<file path="src/rtl/queen_stack.sv">
// LIFO of queen column positions, one entry per board row; each push/pop takes two cycles (capture, commit).
// Backpressure: stack_ready drops for the commit cycle and requests seen then are dropped, not queued.
module queen_stack #(
    parameter  int DEPTH = 8,
    parameter  int WIDTH = 3,
    localparam int DW    = $clog2(DEPTH) + 1,
    localparam int RW    = (DEPTH > 1) ? $clog2(DEPTH) : 1
) (
    input  logic             clk,
    input  logic             reset,
    input  logic             push,
    input  logic             pop,
    input  logic             enable_output,
    input  logic [WIDTH-1:0] data_in,
    output logic [WIDTH-1:0] top,
    output logic [DW-1:0]    depth,
    output logic             empty,
    output logic             full,
    output logic             stack_ready,
    output logic             underflow,
    output logic             overflow,
    output logic             out_valid,
    output logic [RW-1:0]    out_row,
    output logic [WIDTH-1:0] out_column
);

    typedef enum logic {IDLE, BUSY} state_t;

    state_t           state_q, state_d;
    logic             op_push_q, op_push_d;
    logic             op_en_q, op_en_d;
    logic [WIDTH-1:0] op_dat_q, op_dat_d;
    logic [DW-1:0]    depth_q, depth_d;
    logic             uf_q, uf_d;
    logic             of_q, of_d;
    logic             ov_q, ov_d;
    logic [RW-1:0]    row_q, row_d;
    logic [WIDTH-1:0] col_q, col_d;

    logic [WIDTH-1:0] mem [DEPTH];
    logic             mem_we;
    logic [RW-1:0]    wr_idx;
    logic [RW-1:0]    rd_idx;
    logic             is_empty;
    logic             is_full;

    assign is_empty = (depth_q == '0);
    assign is_full  = (depth_q == DW'(DEPTH));
    assign wr_idx   = RW'(depth_q);
    assign rd_idx   = RW'(depth_q - DW'(1));

    always_comb begin
        state_d   = state_q;
        op_push_d = op_push_q;
        op_en_d   = op_en_q;
        op_dat_d  = op_dat_q;
        depth_d   = depth_q;
        uf_d      = uf_q;
        of_d      = of_q;
        ov_d      = 1'b0;
        row_d     = row_q;
        col_d     = col_q;
        mem_we    = 1'b0;
        case (state_q)
            IDLE: begin
                // Push wins when both are requested; the pop is simply dropped.
                if (push || pop) begin
                    state_d   = BUSY;
                    op_push_d = push;
                    op_en_d   = enable_output;
                    op_dat_d  = data_in;
                end
            end
            BUSY: begin
                state_d = IDLE;
                if (op_push_q) begin
                    if (is_full) begin
                        of_d = 1'b1;
                    end else begin
                        mem_we  = 1'b1;
                        depth_d = depth_q + DW'(1);
                        uf_d    = 1'b0;
                    end
                end else if (is_empty) begin
                    uf_d = 1'b1;
                end else begin
                    depth_d = depth_q - DW'(1);
                    of_d    = 1'b0;
                    if (op_en_q) begin
                        ov_d  = 1'b1;
                        row_d = rd_idx;
                        col_d = mem[rd_idx];
                    end
                end
            end
            default: state_d = IDLE;
        endcase
    end

    always_ff @(posedge clk) begin
        if (reset) begin
            state_q   <= IDLE;
            op_push_q <= 1'b0;
            op_en_q   <= 1'b0;
            op_dat_q  <= '0;
            depth_q   <= '0;
            uf_q      <= 1'b0;
            of_q      <= 1'b0;
            ov_q      <= 1'b0;
            row_q     <= '0;
            col_q     <= '0;
        end else begin
            state_q   <= state_d;
            op_push_q <= op_push_d;
            op_en_q   <= op_en_d;
            op_dat_q  <= op_dat_d;
            depth_q   <= depth_d;
            uf_q      <= uf_d;
            of_q      <= of_d;
            ov_q      <= ov_d;
            row_q     <= row_d;
            col_q     <= col_d;
        end
    end

    // Storage is not cleared; entries at or above depth are never exposed.
    always_ff @(posedge clk) begin
        if (!reset && mem_we) begin
            mem[wr_idx] <= op_dat_q;
        end
    end

    assign top         = is_empty ? '0 : mem[rd_idx];
    assign depth       = depth_q;
    assign empty       = is_empty;
    assign full        = is_full;
    assign stack_ready = (state_q == IDLE);
    assign underflow   = uf_q;
    assign overflow    = of_q;
    assign out_valid   = ov_q;
    assign out_row     = row_q;
    assign out_column  = col_q;

endmodule

</file>
<file path="config.mk">
export PLATFORM = sky130hd
export DESIGN_NAME = queen_stack
export DESIGN_NICKNAME = d
export VERILOG_FILES = /design/src/rtl/queen_stack.sv
export SDC_FILE = /design/constraint.sdc
export NUM_CORES = 1
export LEC_CHECK = 0
export ABC_AREA = 1
export BUFFER_PORTS_ARGS = -buffer_cell sky130_fd_sc_hd__buf_4
export CORE_UTILIZATION = 45
export CTS_BUF_LIST = sky130_fd_sc_hd__clkbuf_8
export CTS_CLUSTER_SIZE = 16
export DETAILED_ROUTE_END_ITERATION = 10
export PLACE_DENSITY_LB_ADDON = 0.12
export SYNTH_ARGS = -nofsm -noshare
export SYNTH_HDL_FRONTEND = slang
export SYNTH_SLANG_ARGS = --single-unit
</file>
<file path="constraint.sdc">
create_clock -name clk -period 2.8 [get_ports clk]
set_input_delay 0.42 -clock clk [delete_from_list [all_inputs] [get_ports clk]]
set_output_delay 0.42 -clock clk [all_outputs]
set_load 0.01 [all_outputs]
</file>
Word-level counts from Yosys, hierarchy flattened. Memories as Yosys holds them, arrays and structs flattened. Index checks and enable logic that the tools add are counted.

Register bits after elaboration: 19. RAM bits: 24. Logic and storage cells: 49. Memories: 1.

Add/sub/neg operators: 2. Eq/ne operators: 4. Muxes and demuxes: 18. Bitwise operators: 3. Reduce and logical (&&, ||, !) cells: 11.

Memories: mem (words 8, width 3, rd ports 1, clocked after Yosys merged registers in 0, wr ports 1, line 40) `logic [WIDTH-1:0] mem [DEPTH];`.

Operators by type and width (count): 1-bit 2-to-1 mux (13); 4-bit 2-to-1 mux (3); 3-bit AND reduction (3); 2-bit != test, second input constant (3); 4-bit by 1-bit adder with 4-bit output, second input constant (1); 4-bit equality test, second input constant (1); 4-bit logical NOT (1); 4-bit AND reduction (1); 4-bit OR reduction (1); 4-bit by 1-bit subtractor with 4-bit output, second input constant (1); 3-bit 2-to-1 mux (1); 1-bit NOT (3); 1-bit one-hot mux with 2 select lines (1); 2-bit AND reduction (1); 2-bit nonzero test (1); 1-bit logical AND (1); 1-bit logical NOT (1); 1-bit logical OR (1).

Logic depth before layout (Yosys ltp).
Depth in word-level cells: 7. Depth in mapped cells: 11. Depth with buffers taken out: 9.

Worst setup path after synthesis. No wires, ideal clock.

Kind: reg-to-output. From: register depth_q[0], in the netlist depth[0]. To: output port top[0]. Arrival time: 1678 ps. Data required time: 2380 ps. Setup slack: 702 ps. Cell stages (with the launch flop): 11. Path buffers: 3. Cells stage by stage: dfxtp_1 buf_4 inv_2 buf_6 ha_1 buf_2 inv_1 nand3_1 nand3_1 nand2_1 nor2_1.

Longest elaborated chain between the ends: 3.

RTL lines: start: declaration (line 33) `logic [DW-1:0] depth_q, depth_d;`; start signal: assignment (line 117) `depth_q <= depth_d;`; 4-bit by 1-bit subtractor with 4-bit output; named net rd_idx[0] (line 43) `logic [RW-1:0] rd_idx;`; memory 8 x 3 bit; 3-bit 2-to-1 mux (line 133) `assign top = is_empty ? '0 : mem[rd_idx];`; end: declaration (line 15) `output logic [WIDTH-1:0] top,`.

The timed path passes the listed nets, and every way through them passes these cells.

Worst setup path in the final report.
From: register depth_q[1], in the netlist depth[1]. To: output port top[0].

Longest elaborated chain between the ends: 3.

RTL lines (line): 4-bit by 1-bit subtractor with 4-bit output; memory 8 x 3 bit; 3-bit 2-to-1 mux (*) (133).

Every way passes the cells marked *; elsewhere a longest branch is shown, timed or not.

==> impl_metrics.json <==
{
  "outcome": "finished clean",
  "postCtsSetupRepairBufs": 0,
  "antenna_found_initial": 0,
  "crit_required_ns": 2.38,
  "placed_cells": 306,
  "hold_violations": 0,
  "critPathMaxFanout": 8,
  "clock.fmax_ghz": 0.422,
  "wl_per_cell_um": 12.4,
  "fin_crit_sh": 0.846,
  "met1_length_um": 1940,
  "clockRootBuffer": "clkbuf_8",
  "initial_core_util": 0.468,
  "power_frac_clock": 0.254,
  "synth_warnings": 0,
  "synth-main-ff-cell": "edfxtp_1",
  "drc": 0,
  "gp_congestion": 0.774,
  "power.switching_mw": 0.445,
  "port_buffers": 26,
  "ir_worst_vdd_mv": 0.342,
  "routed_wl_um": 3890,
  "drtIter0Drc": 57,
  "fill_cells": 425,
  "synth_common_cells": "nand2_1, inv_1, nor2_1, edfxtp_1, nand3_1",
  "ioPinCount": 27,
  "p_leak_nw": 1.09,
  "finalNonFillerCells": 314,
  "end_kind": "output pin",
  "via_per_inst": 4.78,
  "finalMaxSlewViolations": 0,
  "fp.dieH_um": 69.0,
  "syn_nets": 245,
  "register_area_um2": 1100,
  "hold_path_class": "in -> reg",
  "multi_input_area_um2": 712,
  "dp_slack_ns": 0.761,
  "track_usage": 0.186,
  "setup_ws_ns": 0.431,
  "setup_violations": 0,
  "ctsResizeCount": 0,
  "worstPathCellList": "inv_1 -> ha_1 -> inv_1 -> nand3_1 -> nand3_1 -> nand2_1 -> nor2_1 -> buf_4",
  "rrSetupSlack_ns": 0.95,
  "worstMarginPinSlew_ns": 0.467,
  "grt_setup_unrepaired": "false",
  "start_kind": "flip-flop",
  "synth_area_leaders": "edfxtp_1, dfxtp_1, nand2_1",
  "synth_cells": 234,
  "num_vias": 1502,
  "synth_top_cell_by_area": "edfxtp_1",
  "crit_slowest_cell": "dfxtp_1",
  "grt_pass1_vias": 1481,
  "slew_headroom": 0.686,
  "htree_levels": 2,
  "top_layer_used": "met4",
  "core-area_um2": 4320,
  "cts_hold_buf": 0,
  "drive_gt1_frac": 0.214,
  "startpoint": "depth[1]",
  "grt_max_degree": 20,
  "reg2reg_to": "mem[5][2]",
  "drt_first_pass_iters": 4,
  "crit_end": "top[0]",
  "synth_cell_type_count": 24,
  "cts_tree": "done",
  "synthArstFlopShare": 0,
  "combPwrFrac": 0.244,
  "timing.rr.start": "depth[1]",
  "clk_latency_ns": 0.29,
  "grt_pass1_wl_um": 6890,
  "gr-total-overflow": 0,
  "period_minus_slack_ns": 2.37,
  "cts_buffers": 5,
  "power_frac_seq": 0.502,
  "syn_area_um2": 2020,
  "switching_share": 0.309,
  "slowest_delay_ns": 0.44,
  "power_density_nw_per_um2": 620,
  "cap_violations": 0,
  "finClkSkew_ns": 0.00633,
  "cts.sinks": 43,
  "dieArea_um2": 4770,
  "yosysMostFrequentCell": "nand2_1",
  "synth_edf_count": 24,
  "cts_buffer_depth": 2,
  "n_antenna_cell": 0,
  "critPathKind": "reg -> out",
  "ys_seq_area_frac": 0.545,
  "fin_hold_ws_ns": 0.356,
  "setup_tns_ns": 0,
  "clk_pin_slew_ns": 0.08,
  "yosysTopAreaCellShare": 0.356,
  "cp_data_arrival_time_ns": 1.95,
  "ant_nets": 0,
  "reg2regPathDepth": 7,
  "postSynthAreaPerCell_um2": 8.64,
  "p_int_mw": 0.997,
  "wl_met3_um": 186,
  "nets": 272,
  "chipWidth_um": 69.0,
  "met2_length_um": 1690,
  "rows": 24,
  "synth_seq_cells": 43,
  "place_hpwl_um": 2910,
  "area_growth_pct": 15.0
}
worst max-delay path: cells and delay by family, from the launching register on:
kind	cells	cell delay (ns)
buffers and inverters	3	0.46
DFF	1	0.44
adders and majority gates	1	0.40
and+or+nand+nor	4	0.35
registers in the layout, indices dropped and copies added, names as in the netlist:
signal and cells:
depth 4, mem 24, op_dat_q 3, op_en_q 1, op_push_q 1, out_column 3, out_row 3, out_valid 1
overflow 1, state_q 1, underflow 1
per-stage QoR:
step / area [um2] / total power, mW / utilization
after global routing: 2320 / 1.54 / 0.538
after floorplan: 2020 / 0.979 / -
after CTS: 2320 / 1.46 / 0.538
after global placement: 2240 / 1.09 / 0.519
final: 2320 / 1.44 / 0.538
after detailed placement: 2240 / 1.09 / 0.519
power by group through the flow:
stage / registers [mW] / clock network [mW] / logic, mW
6_report: 0.724 / 0.366 / 0.352
5_1_grt: 0.729 / 0.408 / 0.398
2_1_floorplan: 0.733 / 0 / 0.246
4_1_cts: 0.725 / 0.380 / 0.354
3_5_place_dp: 0.739 / 0 / 0.354
3_3_place_gp: 0.739 / 0 / 0.353
worst min-delay path by stage:
stage / from / to / slack (ns) / cells past startpoint
floorplan: state_q / overflow / 0.48 / 2
global placement: overflow / overflow / 0.46 / 2
detailed placement: out_row[1] / out_row[1] / 0.47 / 2
CTS: enable_output / op_en_q / 0.35 / 3
global route: reset / out_row[2] / 0.36 / 2
finish: enable_output / op_en_q / 0.36 / 3
layout make-up:
cell class,count,share of cell area
clock inverter,3,0.00538
sequential,43,0.474
inverter,43,0.0700
timing repair buffer,27,0.0872
clock buffer,5,0.0296
tap,52,0.0280
multi-input combinational,141,0.306
per-layer routing:
| layer | GRT usage | up-vias |
|---|---|---|
| li1 | - | 782 |
| met1 | 0.245 | 683 |
| met2 | 0.285 | 29 |
| met3 | 0.0570 | 8 |
| met4 | 0.0748 | 0 |
| met5 | 0 | - |
cells in the final DEF, fill, tap and decap left out:
cell / synthesis / final
nand2_2: 5 / 5
a21oi_1: 8 / 8
o21ai_2: 2 / 2
nand2_1: 56 / 56
nand3_2: 1 / 1
nor2_2: 1 / 1
inv_2: 4 / 4
ha_1: 3 / 3
o21ai_1: 4 / 4
buf_4: 2 / 27
a21oi_2: 4 / 4
dfxtp_1: 19 / 19
nand3_4: 2 / 2
edfxtp_1: 24 / 24
nor2_1: 26 / 26
clkinv_2: 1 / 2
nand2_4: 2 / 2
o21ai_0: 4 / 4
clkbuf_8: 0 / 5
inv_1: 38 / 40
nor2_4: 1 / 1
nand3_1: 20 / 20
xor2_1: 2 / 2
cell families after synthesis:
group	after synthesis	synth area share
adders and majority gates	3	0.0186
DFF	43	0.545
AOI/OAI and AO/OA	22	0.0656
buffers and inverters	50	0.103
xor gates and xnor gates	2	0.00866
and+or+nand+nor	114	0.259
No activity file was read; power rests on OpenSTA's default activity.
